## src/rtl/spi_flash_rd_seq.sv

```systemverilog
// spi_flash_rd_seq: turns one flash read request into a full SPI READ
// transaction driven through the byte-wide SPI master register port
// (Wishbone), streaming returned data bytes out on a valid/ready port.
// Optional build macro: FAST_READ_EN selects command 0x0B with one dummy
// byte after the address instead of plain READ (0x03).
module spi_flash_rd_seq #(
  parameter int         LEN_W    = 8,
  parameter logic [7:0] CS_MASK  = 8'h01,
  parameter logic [7:0] SPCR_CFG = 8'h40,
  parameter logic [7:0] SPER_CFG = 8'h00,
  parameter int         RX_DEPTH = 4
) (
  input  logic             clk_i,
  input  logic             rst_ni,
  input  logic             req_valid_i,
  output logic             req_ready_o,
  input  logic [23:0]      req_addr_i,
  input  logic [LEN_W-1:0] req_len_i,
  output logic [7:0]       rd_data_o,
  output logic             rd_valid_o,
  input  logic             rd_ready_i,
  output logic             busy_o,
  output logic             done_o,
  output logic             wb_cyc_o,
  output logic             wb_stb_o,
  output logic [2:0]       wb_adr_o,
  output logic             wb_we_o,
  output logic [7:0]       wb_dat_o,
  input  logic [7:0]       wb_dat_i,
  input  logic             wb_ack_i
);

`ifdef FAST_READ_EN
  localparam logic [7:0] CMD = 8'h0B;
  localparam int         HDR = 5;
`else
  localparam logic [7:0] CMD = 8'h03;
  localparam int         HDR = 4;
`endif
  // tx_left holds header + up to 2^LEN_W data bytes
  localparam int CNT_W = LEN_W + 2;
  localparam int INF_W = $clog2(RX_DEPTH + 1);

  localparam logic [2:0] A_SPCR = 3'd0;
  localparam logic [2:0] A_SPSR = 3'd1;
  localparam logic [2:0] A_SPDR = 3'd2;
  localparam logic [2:0] A_SPER = 3'd3;
  localparam logic [2:0] A_SSR  = 3'd4;

  typedef enum logic [2:0] {
    IDLE, CFG_SPCR, CFG_SPER, CS_ON, XFER, CS_OFF, DONE
  } state_t;

  state_t           state;
  logic [23:0]      addr_q;
  logic [CNT_W-1:0] tx_left;
  logic [INF_W-1:0] inflight;
  logic [2:0]       discard;
  logic [2:0]       tx_cnt;   // bytes written so far, saturating; selects header byte
  logic             rd_pend;  // status showed rx data, data read must follow

  logic [7:0]       tx_byte;
  logic [2:0]       cfg_adr;
  logic [7:0]       cfg_dat;
  state_t           cfg_nxt;
  logic             can_wr;

  assign can_wr = (tx_left != '0) && (inflight < INF_W'(RX_DEPTH));

  // Outgoing SPI byte: command, address MSB first, then zeros (dummy/filler)
  always_comb begin
    tx_byte = 8'h00;
    case (tx_cnt)
      3'd0:    tx_byte = CMD;
      3'd1:    tx_byte = addr_q[23:16];
      3'd2:    tx_byte = addr_q[15:8];
      3'd3:    tx_byte = addr_q[7:0];
      default: tx_byte = 8'h00;
    endcase
  end

  // Register write and successor for the single-write states
  always_comb begin
    cfg_adr = A_SSR;
    cfg_dat = 8'h00;
    cfg_nxt = DONE;
    case (state)
      CFG_SPCR: begin cfg_adr = A_SPCR; cfg_dat = SPCR_CFG; cfg_nxt = CFG_SPER; end
      CFG_SPER: begin cfg_adr = A_SPER; cfg_dat = SPER_CFG; cfg_nxt = CS_ON;    end
      CS_ON:    begin cfg_adr = A_SSR;  cfg_dat = CS_MASK;  cfg_nxt = XFER;     end
      default:  ;
    endcase
  end

  // Sequencer FSM with bus engine; access ends on ack, leaving one idle cycle
  always_ff @(posedge clk_i or negedge rst_ni) begin
    if (!rst_ni) begin
      state       <= IDLE;
      addr_q      <= '0;
      tx_left     <= '0;
      inflight    <= '0;
      discard     <= '0;
      tx_cnt      <= '0;
      rd_pend     <= 1'b0;
      req_ready_o <= 1'b1;
      busy_o      <= 1'b0;
      done_o      <= 1'b0;
      rd_valid_o  <= 1'b0;
      rd_data_o   <= '0;
      wb_cyc_o    <= 1'b0;
      wb_stb_o    <= 1'b0;
      wb_adr_o    <= '0;
      wb_we_o     <= 1'b0;
      wb_dat_o    <= '0;
    end else begin
      done_o <= 1'b0;
      if (rd_valid_o && rd_ready_i) rd_valid_o <= 1'b0;
      case (state)
        IDLE: if (req_valid_i) begin
          addr_q      <= req_addr_i;
          tx_left     <= CNT_W'(HDR) + CNT_W'(req_len_i) + CNT_W'(1);
          inflight    <= '0;
          discard     <= 3'(HDR);
          tx_cnt      <= '0;
          rd_pend     <= 1'b0;
          req_ready_o <= 1'b0;
          busy_o      <= 1'b1;
          state       <= CFG_SPCR;
        end
        CFG_SPCR, CFG_SPER, CS_ON, CS_OFF: begin
          if (!wb_cyc_o) begin
            wb_cyc_o <= 1'b1; wb_stb_o <= 1'b1; wb_we_o <= 1'b1;
            wb_adr_o <= cfg_adr; wb_dat_o <= cfg_dat;
          end else if (wb_ack_i) begin
            wb_cyc_o <= 1'b0; wb_stb_o <= 1'b0;
            state    <= cfg_nxt;
            if (state == CS_OFF) done_o <= 1'b1;
          end
        end
        XFER: begin
          if (wb_cyc_o) begin
            if (wb_ack_i) begin
              wb_cyc_o <= 1'b0; wb_stb_o <= 1'b0;
              if (wb_we_o) begin
                tx_left  <= tx_left - CNT_W'(1);
                inflight <= inflight + INF_W'(1);
                if (tx_cnt != 3'd7) tx_cnt <= tx_cnt + 3'd1;
              end else if (wb_adr_o == A_SPSR) begin
                rd_pend <= ~wb_dat_i[0];
              end else begin
                rd_pend  <= 1'b0;
                inflight <= inflight - INF_W'(1);
                if (discard != 3'd0) discard <= discard - 3'd1;
                else begin
                  rd_valid_o <= 1'b1;
                  rd_data_o  <= wb_dat_i;
                end
              end
            end
          end else if (!rd_valid_o) begin
            if (rd_pend) begin
              wb_cyc_o <= 1'b1; wb_stb_o <= 1'b1; wb_we_o <= 1'b0;
              wb_adr_o <= A_SPDR; wb_dat_o <= 8'h00;
            end else if (can_wr) begin
              wb_cyc_o <= 1'b1; wb_stb_o <= 1'b1; wb_we_o <= 1'b1;
              wb_adr_o <= A_SPDR; wb_dat_o <= tx_byte;
            end else if (inflight != '0) begin
              wb_cyc_o <= 1'b1; wb_stb_o <= 1'b1; wb_we_o <= 1'b0;
              wb_adr_o <= A_SPSR; wb_dat_o <= 8'h00;
            end else begin
              state <= CS_OFF;
            end
          end
        end
        DONE: begin
          state       <= IDLE;
          busy_o      <= 1'b0;
          req_ready_o <= 1'b1;
        end
        default: state <= IDLE;
      endcase
    end
  end

  // A write collision means the in-flight accounting is broken
  assert property (@(posedge clk_i) disable iff (!rst_ni)
    (wb_cyc_o && wb_ack_i && !wb_we_o && wb_adr_o == A_SPSR) |-> !wb_dat_i[6]);

  // The SPI master FIFOs must never be asked to hold more than RX_DEPTH bytes
  assert property (@(posedge clk_i) disable iff (!rst_ni)
    inflight <= INF_W'(RX_DEPTH));

endmodule

```

## config.mk

```make
export PLATFORM = sky130hd
export DESIGN_NAME = spi_flash_rd_seq
export DESIGN_NICKNAME = d
export VERILOG_FILES = /design/src/rtl/spi_flash_rd_seq.sv
export SDC_FILE = /design/constraint.sdc
export NUM_CORES = 1
export LEC_CHECK = 0
export BUFFER_PORTS_ARGS = -buffer_cell sky130_fd_sc_hd__buf_4
export CAP_MARGIN = 20
export CORE_ASPECT_RATIO = 1.4
export CORE_MARGIN = 2
export CORE_UTILIZATION = 57
export DETAILED_ROUTE_END_ITERATION = 12
export HOLD_SLACK_MARGIN = 0.1
export PLACE_DENSITY = 0.82
export SETUP_SLACK_MARGIN = 0.3
export SLEW_MARGIN = 5
export SYNTH_ARGS = -nofsm -noshare
export SYNTH_HDL_FRONTEND = slang
export SYNTH_SLANG_ARGS = --single-unit
```

## constraint.sdc

```tcl
create_clock -name clk_i -period 5 [get_ports clk_i]
set_input_delay 0.75 -clock clk_i [delete_from_list [all_inputs] [get_ports clk_i]]
set_output_delay 0.75 -clock clk_i [all_outputs]
set_load 0.01 [all_outputs]
```

### Word-level counts from Yosys, hierarchy flattened

Index checks and enable logic that the tools add are counted.

* bitwise gates (word level): 4
* add/sub/neg operators: 7
* mux-type cells: 93
* reduce and logical (&&, ||, !) cells: 22
* equality and inequality tests: 31
* magnitude comparators: 1

Operators by type and width (number)
* $mux 3: 29
* $mux 8: 6
* $mux 10: 4
* $mux 1: 37
* $ne 2x2->1 const B: 16
* $pmux 8 s4: 1
* $pmux 3 s2: 5
* $pmux 10 s2: 1
* $reduce_and 5->1: 4
* $pmux 3 s3: 2
* $pmux 8 s2: 1
* $pmux 7 s2: 1
* $eq 3x2->1 const B: 4
* $pmux 1 s2: 6
* $reduce_and 6->1: 2
* $add 9x1->10 const B: 1
* $reduce_bool 10->1: 1
* $sub 10x1->10 const B: 1
* $add 3x8->9 const A: 1
* $eq 3x1->1 const B: 3
* $eq 3x3->1 const B: 3
* $ne 3x3->1 const B: 3
* $reduce_and 8->1: 1
* $reduce_and 7->1: 1
* 13 further kinds: 24

* output and inout port bits: 26
* input bits: 45
* bits in registers: 73

### Longest topological paths before layout

Gate-level depths: netlist of the first run.

* word-level depth: 8
* gate-level depth with buffers: 9
* mapped depth without buffers: 7

### Worst setup path before layout of the first run

Ideal clock, no wire load.

* kind: flip-flop to flip-flop
* from: register tx_left[0]
* to: register wb_dat_o[6]
* stages on the path, launching flop included: 10
* period minus slack after synthesis: 2.098 ns
* required time: 4.926 ns
* path slack: 2.902 ns
* data arrival time: 2.024 ns
* path buffers: 2
* cell sequence: dfrtp_1 -> inv_1 -> ha_1 -> nor4b_1 -> and3_1 -> buf_6 -> or4_4 -> buf_6 -> o32a_1 -> o21ai_2

* longest elaborated chain between the ends: 7
* elaborated cells on any way between the ends: 9
* classes of those cells: 1 x eq/ne; 5 x mux; 3 x reduce/logical

RTL lines
* start, declared: RTL line 56 `logic [CNT_W-1:0] tx_left;`
* start signal, assigned: RTL line 121 `tx_left <= CNT_W'(HDR) + CNT_W'(req_len_i) + CNT_W'(1);`
* start signal, assigned: RTL line 145 `tx_left <= tx_left - CNT_W'(1);`
* $reduce_bool 10->1 *: RTL line 68 `assign can_wr = (tx_left != '0) && (inflight < INF_W'(RX_DEPTH));`
* $logic_and 1x1->1 *: RTL line 68
* $mux 8: RTL line 164 `end else if (can_wr) begin`
* $mux 8: RTL line 161 `if (rd_pend) begin`
* $mux 8: RTL line 160 `end else if (!rd_valid_o) begin`
* $mux 8: RTL line 141 `if (wb_cyc_o) begin`
* $pmux 8 s2: RTL line 118 `case (state)`
* end signal, assigned: RTL line 133 `wb_adr_o <= cfg_adr; wb_dat_o <= cfg_dat;`
* end, declared: RTL line 28 `output logic [7:0] wb_dat_o,`

Mark *: on every way between the ends. The rest lies on a longest branch, timed or not. The select of a mux whose other input is x is not followed.
A chain may end at the register's enable or synchronous reset.

### Final worst setup path of the first run

* from: register state[2]
* to: register wb_adr_o[0]

* longest elaborated chain between the ends: 4
* elaborated cells on any way between the ends: 15
* classes of those cells: 9 x eq/ne; 3 x mux; 3 x reduce/logical

RTL lines
* start, declared: RTL line 54 `state_t state;`
* start signal, assigned: RTL line 136 `state <= cfg_nxt;`
* $eq 3x3->1 (tied with other cells): RTL line 118
* $reduce_or 4->1 or $pmux 3 s2 (tied branches): RTL line 118, 87
* $ne 2x2->1 (no line) (tied with other cells)
* $reduce_and 5->1 (no line) or $pmux 3 s2 (tied branches)
* end signal, assigned: RTL line 133
* end, declared: RTL line 26 `output logic [2:0] wb_adr_o,`

Parallel ways exist; a longest one is shown, timed or not. The select of a mux whose other input is x is not followed.

==> out/qor.yml, run 1 <==
clock.fmax_mhz: 334
crit_path_start_kind: "register"
drc_errors: 0
syn_area_mm2: 0.00372
drtIter0Drc: 216
nets: 480
htree_levels: 3
viasPerCell: 6.04
syn2layout_area_growth_pct: 20.8
io_pins: 71
cts_setup_buffers: 0
ys_ff_latch: 73
synth_area_per_cell_um2: 10.4
synth_top_family_by_area: "compound AO/OA/AOI/OAI gates"
place.gp.congestion: 0.849
synthFlopType: "dfrtp_1"
worstHoldStart: "wb_dat_o[3]"
synthTopCellsByArea: "dfrtp_1, mux2_2, o21ai_0, nand2_1, ha_1"
crit_type: "register to register"
synth_nets: 414
globalRoute.totalOverflow: 0
wl_per_cell_um: 16.5
synth_mux_area_share_pct: 10.9
cts_resized: 0
rr_worst_depth: 3
synthAdderAreaFrac_pct: 3.90
diodes: 0
hold_class: "register to register"
tritoncts: "done"
crit_path_end_kind: "register"
track_usage_pct: 24.4
rsz0062_at_grt: "false"
irDropWorstVdd_mv: 0.336
grt_max_degree: 74
first_global_vias: 3079
min_to: "wb_dat_o[3]"
min_path_cells: 2
hpwl_mm: 5.79
drt-total-wl_mm: 8.26
synth_simple_gate_area_share_pct: 12.7
leakagePower_uw: 0.00206
most-common-layout-cells: "dfrtp_1, buf_4, nand2_1"
async_flop_share_pct: 100
cts_root_buffer: "clkbuf_8"
final.min_clock_period_ps: 3000
via_count: 3026
max_slew_margin_pct: 31.0
worst_clock_skew_ps: 7.45
yosys_warnings: 0
netlist_instances: 358
fillCellCount: 448
ant_nets: 0
antenna_found_initial: 0
hold_buffers: 0
die_w_um: 72.3
synth_top_area_cell: "dfrtp_1"
initial_core_util_pct: 59.5
synth-xor-area-share_pct: 2.35
first_pass_iters: 4
period_share_pct: 59.9
arrival_ps: 3230
core-area_mm2: 0.00625
clock_path_buffers: 2
port-buffer-count: 70
fin_setup_tns_ps: 0
crit_fanout: 24
cts_made_buffers: 9
timing.final.ws_setup_ps: 2000
r2r_slack_ps: 2000
num_rows: 34
synth_compound_area_share_pct: 17.2
pre_cts_slack_ps: 1850
power_density_mw_per_mm2: 520
final_hold_viol_count: 0
r2r-end: "wb_adr_o[0]"
clk_latency_ps: 340
drive_gt1_share_pct: 29.8
ys_types: 56
finalSetupViolCount: 0
ys_seq_area_share_pct: 49.1
critPathRequiredTime_ps: 5230
final_max_slew_viol_count: 0
worst_slew_pin_slew_ps: 1030
synth_edf_count: 0
synth_top_area_share_pct: 48.4
grt_pass1_wl_mm: 13.7
maxCapViolCount: 0
outcome: "finished, final reports clean"
clkSinkCount: 73
clkTransAtPathRegs_ps: 80
r2r_start: "state[2]"
dieHeight_um: 99.6
die_area_mm2: 0.00720
[logic make-up (layout without fill, tap and decap cells)]
logic type                 after synthesis  count (layout)
adders and majority gates               11              11
AOI/OAI and AO/OA                       96              96
muxes                                   36              36
DFF                                     73              73
buffers and inverters                   33             104
xor gates and xnor gates                10              10
and+or+nand+nor                         99              99
[sequential cells by signal (all words and copies together) (netlist names), 3 cells and up]
signal,cells
tx_left,10
rd_data_o,8
discard,3
wb_dat_o,8
addr_q,24
tx_cnt,3
state,3
wb_adr_o,3
inflight,3
[cell usage after synthesis (all sizes together) (2+ instances only)]
cell type  number
inv            15
o32a            2
nor2b           4
nor3b           2
a21o            3
xnor2           3
nor3            5
ha             10
a221oi          2
nor4            4
o32ai           2
and3            4
nand3           6
a2bb2oi         2
nor4b           2
dfrtp          72
xor2            7
mux2           35
nor2           28
nand2b          2
or4             2
o21ai          33
buf             9
o31ai           8
a211oi          4
a31oi           2
a21oi          23
clkbuf          9
nand2          35
a222oi          6
[power breakdown]
group,switching (µW),internal (µW)
clock network,224,281
logic,438,396
registers,198,804
[worst max path at each step]
stage	slack (ps)	start	end	cells after the start
floorplan	2900	tx_left[0]	wb_dat_o[6]	9
global route	1710	state[2]	wb_adr_o[0]	3
CTS	1840	state[2]	tx_cnt[2]	4
detailed placement	1850	state[2]	tx_cnt[2]	4
global placement	1980	state[2]	tx_cnt[0]	4
finish	2000	state[2]	wb_adr_o[0]	3
[metal layers]
layer	vias up	wire length, µm	GRT usage, %
met5	-	0	0
met4	0	316	13.9
met2	93	4190	40.5
met1	1478	3240	28.6
met3	30	509	5.88
li1	1425	-	-
[metrics by stage]
step / hold slack (ps) / util [%] / total power [µW] / cell area [µm²] / cells
4_1_cts: 486 / 71.8 / 2340 / 4490 / 500
5_1_grt: 514 / 71.9 / 2490 / 4500 / 501
3_3_place_gp: 463 / 68.3 / 1790 / 4270 / 484
3_5_place_dp: 468 / 68.3 / 1840 / 4270 / 484
2_1_floorplan: 454 / - / 1560 / 3720 / 358
6_report: 483 / 71.9 / 2340 / 4500 / 501
[area by class of cell]
type	count	area [µm²]	share of cell area, %
tap	72	90.1	2.00
sequential	73	1830	40.6
clock inverter	7	95.1	2.11
timing repair buffer	73	546	12.1
multi-input combinational	252	1760	39.1
clock buffer	9	124	2.75
inverter	15	56.3	1.25
[critical path: stages, from the launching register on]
cell and delay (ps):
dfrtp_1 790, nand2_1 650, o211ai_2 1020, mux2_2 420
Note: power is estimated with default switching activity, not from simulation.
==> inputs of run 2 (changes only) <==
Settings changed: CORE_UTILIZATION 57 to 50, PLACE_DENSITY 0.82 to 0.76.
Clock period 5 ns to 2.6 ns, I/O delays scaled along.
==> run 2 against run 1 <==
Net effect:
- die area rose by 13%
- non-clock buffer count rose by 6
- core utilization fell by 8.7 points
- combinational power rose by 100%
- flip-flop and latch count is the same
- largest cell class unchanged
- largest power group unchanged
==> out/qor.yml, run 2 (synthesis gave the netlist of run 1 again) <==
outcome: "finished, final reports clean"
top_regs: "addr_q x24, tx_left x10"
grt_pass1_wl_mm: 14.6  # +6.7%
clk_latency_ps: 350  # about the same
clkSinkCount: 73  # unchanged
cts_made_buffers: 9  # unchanged
timing.hold.ws_ps: 155  # -328 ps
crit_family: "simple AND/OR/NAND/NOR gates"
dieHeight_um: 106  # +6.5%
crit_path_end_kind: "register"
largest_register_ffs: 24  # unchanged
irDropWorstVdd_mv: 0.729  # +120%
ant_nets: 0  # unchanged
pre_cts_slack_ps: 467  # -1390 ps
first_pass_iters: 5  # +1
cp-startpoint: "tx_left[0]"
hpwl_mm: 6.18  # +6.6%
place.gp.congestion: 0.890  # +4.9%
timing.final.ws_setup_ps: 441  # -1560 ps
viasPerCell: 5.72  # -5.3%
leakagePower_uw: 0.00209  # +1.7%
period_share_pct: 83.0  # +23 points
r2r_start: "tx_left[0]"
clock.fmax_mhz: 463  # +39%
track_usage_pct: 22.6  # -1.8 points
syn2layout_area_growth_pct: 23.5
max_slew_margin_pct: 39.1  # +8.1 points
clkTransAtPathRegs_ps: 70  # about the same
sw_frac_of_total_pct: 35.9  # -0.88 points
rsz0062_at_grt: "true"
clock_path_buffers: 2  # unchanged
crit_fanout: 8  # -67%
die_area_mm2: 0.00816  # +13%
crit_type: "register to register"
power_uw: 4630  # +98%
worst_slew_pin_slew_ps: 913  # -119 ps
fin_cells: 532  # +6.2%
path_cells: "inv_1 -> ha_1 -> nor4b_1 -> and3_1 -> or4_4 -> o32a_1 -> o21ai_2"
critPathRequiredTime_ps: 2880  # -2350 ps
p_comb_share_pct: 36.1  # +0.5 points
port-buffer-count: 70  # unchanged
cp.depth: 7  # +4
cts_root_buffer: "clkbuf_8"
initial_core_util_pct: 51.2  # -8.3 points
hold_class: "primary input to async pin"
diodes: 0  # unchanged
drive_gt1_share_pct: 31.0  # +1.2 points
crit_path_start_kind: "register"
drt-total-wl_mm: 8.57  # +3.7%
pwr-share-seq_pct: 41.7  # -1.1 points
finalSetupViolCount: 0  # unchanged
p_clk_share_pct: 22.2  # +0.6 points
cts_setup_buffers: 0  # unchanged
slowest_delay_ps: 620  # -400 ps
grt_max_degree: 74  # unchanged
most-common-layout-cells: "buf_4, dfrtp_1, nand2_1"
critical_path_buf_inv_count: 1  # +1
globalRoute.totalOverflow: 0  # unchanged
final_hold_viol_count: 0  # unchanged
worst_clock_skew_ps: 10.1  # +2.70 ps
p_switching_uw: 1660  # +93%
layout_commonest_cell: "buf_4"
fillCellCount: 629  # +40%
htree_levels: 3  # unchanged
arrival_ps: 2440  # -790 ps
num_rows: 37  # +8.8%
power_density_mw_per_mm2: 1010  # +94%
rr_worst_depth: 7  # +4
crit_slowest_cell: "or4_4"
intPower_uw: 2970  # +100%
antenna_found_initial: 0  # unchanged
maxCapViolCount: 0  # unchanged
nets: 486  # +1.3%
core-area_mm2: 0.00727  # +16%
fin_setup_tns_ps: 0  # unchanged
via_count: 3044  # +0.59%
first_global_vias: 3114  # +1.1%
tritoncts: "done"
place_inst: 516  # +6.6%
drc_errors: 0  # unchanged
die_w_um: 76.9  # +6.4%
io_pins: 71  # unchanged
wl_per_cell_um: 16.1  # -2.4%
final_max_slew_viol_count: 0  # unchanged
final.min_clock_period_ps: 2160  # -838 ps
drtIter0Drc: 338  # +56%
largest_register: "addr_q"
[run 2: cell types whose count changed in the layout (fill, tap and decap cells not counted)]
cell / delta
a21oi_1: -1
a21oi_2: +1
buf_4: +7
clkbuf_1: +2
clkbuf_2: -1
clkbuf_8: +3
clkinv_2: -2
clkinv_4: -2
clkinvlp_4: -1
dfrtp_1: -1
dfrtp_2: +1
nor2_1: -1
nor2_2: +1
[run 2: area by class of cell]
class                   count  area [µm²]  area share, %
clock buffers              14         173           3.76
repair buffers             79         593           12.9
well taps                  97         121           2.64
clock inverters             2        60.1           1.31
inverters                  15        56.3           1.22
flip-flops and latches     73        1830           39.8
multi-input cells         252        1770           38.4
[run 2: per-layer routing]
layer / vias to the layer above / share of wire, % / GRT usage [%] / wire length (µm)
met5: - / 0 / 0 / 0
met4: 0 / 3.1 / 10.3 / 267
met3: 26 / 5.1 / 4.33 / 434
met2: 118 / 52 / 38.2 / 4480
met1: 1472 / 39 / 28.0 / 3380
li1: 1428 / - / - / -
[run 2: repair_timing]
item	CTS	global route
setup endpoints to repair	0	7
gates resized for setup	0	3
hold buffers	0	0
[run 2: worst reg2reg max path, stage by stage, from the launching register on]
cell and delay, ps:
dfrtp_1 420, inv_1 60, ha_1 240, nor4b_1 170, and3_1 260, or4_4 620
o32a_1 220, o21ai_2 100
[run 2: power by group through the flow]
stage | combinational, µW | sequential, µW | clock [µW]
floorplan | 1150 | 1840 | 0
global placement | 1600 | 1910 | 0
detailed placement | 1660 | 1940 | 0
CTS | 1670 | 1920 | 1050
global route | 1870 | 1990 | 1100
finish | 1670 | 1930 | 1030
[run 2: through the flow]
stage / utilization [%] / area (µm²)
2_1_floorplan: - / 3720
3_3_place_gp: 60.0 / 4360
3_5_place_dp: 60.0 / 4360
4_1_cts: 63.2 / 4590
5_1_grt: 63.3 / 4600
6_report: 63.3 / 4600
[run 2: worst paths after layout]
path / to / slack (ps)
worst min-delay path: tx_left[7] / 160
max in group asynchronous: state[1] / 1830
worst min register to register: rd_data_o[7] / 500
worst max register to register: wb_dat_o[6] / 440
min in group clk_i: rd_pend / 240
worst max-delay path: wb_dat_o[6] / 440
==> inputs of run 3 (changes only) <==
Settings changed: CORE_UTILIZATION 50 to 55, PLACE_DENSITY 0.76 to 0.79.
Clock period 2.6 ns to 2.2 ns, I/O delays scaled along.
==> run 3 against run 2 <==
Net effect:
- register-to-register slack got worse by 120 ps
- first-iteration DRC count fell by 19%
- core utilization grew 11 points
- die area fell by 8.7%
- critical path depth fell by 1
- largest cell class is now multi-input combinational cells
- routed wire length increased by 10%
- clock skew fell by 2.6 ps
- final area rose by 6.6%
- maximum frequency grew 15%
- combinational power up 49%
- critical path type unchanged
- worst setup slack worse by 120 ps
==> out/qor.yml, run 3 (synthesis gave the netlist of run 1 again) <==
outcome: "finished, final reports clean"
nets: 513  # +5.6%
largest_register_ffs: 24  # unchanged
clk_latency_ps: 350  # about the same
finalSetupViolCount: 0  # unchanged
arrival_ps: 2160  # -280 ps
crit_fanout: 8  # unchanged
leakagePower_uw: 0.00223  # +6.7%
num_rows: 35  # -5.4%
crit_type: "register to register"
first_pass_iters: 4  # -1
clkSinkCount: 73  # unchanged
largest_register: "addr_q"
antenna_found_initial: 0  # unchanged
p_clk_share_pct: 19.8  # -2.4 points
final.min_clock_period_ps: 1880  # -282 ps
rr_worst_depth: 6  # -1
pre_cts_slack_ps: 249  # -218 ps
pwr-share-seq_pct: 37.9  # -3.8 points
clock.fmax_mhz: 533  # +15%
drtIter0Drc: 274  # -19%
globalRoute.totalOverflow: 0  # unchanged
place.gp.congestion: 0.930  # +4.4%
final_max_slew_viol_count: 0  # unchanged
drt-total-wl_mm: 9.45  # +10%
diodes: 0  # unchanged
sw_frac_of_total_pct: 36.6  # +0.75 points
initial_core_util_pct: 56.7  # +5.5 points
grt_pass1_wl_mm: 14.7  # +0.38%
clock_path_buffers: 2  # unchanged
fillCellCount: 452  # -28%
grt_max_degree: 43  # -42%
fin_setup_tns_ps: 0  # unchanged
final_hold_viol_count: 0  # unchanged
maxCapViolCount: 0  # unchanged
min_path_cells: 2
die_area_mm2: 0.00745  # -8.7%
htree_levels: 3  # unchanged
clkTransAtPathRegs_ps: 80  # about the same
p_switching_uw: 2150  # +30%
viasPerCell: 5.84  # +2.1%
timing.hold.ws_ps: 167  # +11.1 ps
first_global_vias: 3122  # +0.26%
die_w_um: 73.5  # -4.4%
track_usage_pct: 26.0  # +3.3 points
port-buffer-count: 70  # unchanged
crit_path_start_kind: "register"
ant_nets: 0  # unchanged
io_pins: 71  # unchanged
hold_class: "primary input to register"
wl_per_cell_um: 17.7  # +9.7%
rsz0062_at_grt: "true"
dieHeight_um: 101  # -4.5%
hpwl_mm: 6.26  # +1.3%
top_regs: "addr_q x24, tx_left x10"
max_slew_margin_pct: 69.5  # +30 points
timing.final.ws_setup_ps: 324  # -118 ps
period_share_pct: 85.3  # +2.3 points
drive_gt1_share_pct: 38.8  # +7.8 points
power_density_mw_per_mm2: 1200  # +19%
most-common-layout-cells: "buf_4, dfrtp_1, nand2_1"
cts_root_buffer: "clkbuf_8"
via_count: 3126  # +2.7%
intPower_uw: 3730  # +25%
crit_path_end_kind: "register"
worst_clock_skew_ps: 7.56  # -2.59 ps
core-area_mm2: 0.00657  # -9.6%
syn2layout_area_growth_pct: 31.7
worst_slew_pin_slew_ps: 457  # -456 ps
tritoncts: "done"
irDropWorstVdd_mv: 0.913  # +25%
p_comb_share_pct: 42.3  # +6.2 points
layout_commonest_cell: "buf_4"
critPathRequiredTime_ps: 2490  # -390 ps
drc_errors: 0  # unchanged
cts_made_buffers: 9  # unchanged
==> run 3: layer usage <==
layer / GRT usage (%) / vias to the layer above / wire (µm)
met5: 0 / - / 0
met1: 30.7 / 1526 / 3700
met4: 10.9 / 0 / 237
met2: 44.3 / 88 / 5050
met3: 6.57 / 19 / 459
li1: - / 1493 / -
==> run 3: power groups by stage <==
stage	Sequential (µW)	Combinational (µW)	Clock (µW)
after floorplan	2190	1380	0
after global placement	2200	2100	0
after detailed placement	2230	2140	0
after CTS	2190	2220	1180
after global routing	2300	2730	1240
final	2230	2490	1170
==> run 3: repair_timing <==
action / CTS / global route
setup buffers: 2 / 12
resized for setup: 4 / 32
endpoints found under the setup margin: 18 / 35
hold buffers: 1 / 0
pin swaps: 1 / 4
endpoints found under the hold margin: 31 / 0
gates cloned: 0 / 2
==> run 3: final cells by class <==
cell class	instances	area, µm²	share of cell area [%]
Multi-Input combinational cell	252	1880	38.3
Clock buffer	9	124	2.53
Inverter	15	56.3	1.15
Sequential cell	73	1830	37.4
Tap cell	74	92.6	1.89
Clock inverter	6	93.8	1.91
Timing Repair Buffer	106	826	16.8
==> run 3: path summary, 6_finish.rpt <==
path                            slack [ps]            to         from
worst min-delay path                   170       rd_pend  wb_dat_i[0]
worst max-delay path                   320   wb_dat_o[6]    tx_cnt[2]
max in group asynchronous             1110   req_ready_o       rst_ni
worst min register to register         480   wb_dat_o[2]  wb_dat_o[2]
worst max register to register         320   wb_dat_o[6]    tx_cnt[2]
min in group asynchronous              460  rd_data_o[2]       rst_ni
==> run 3: critical path: stages, from the launching register on <==
cell and delay, ps:
dfrtp_2 470, inv_1 150, ha_4 170, o21ai_0 90, or4_4 610, o32a_1 200
o21ai_2 130
==> run 3: metrics by stage <==
stage,cells,cell area (µm²),power [µW],util (%)
after detailed placement,503,4430,4370,67.5
after CTS,521,4690,5590,71.4
after global placement,503,4430,4290,67.5
final,535,4900,5880,74.6
after global routing,535,4900,6270,74.6
after floorplan,358,3740,3570,-
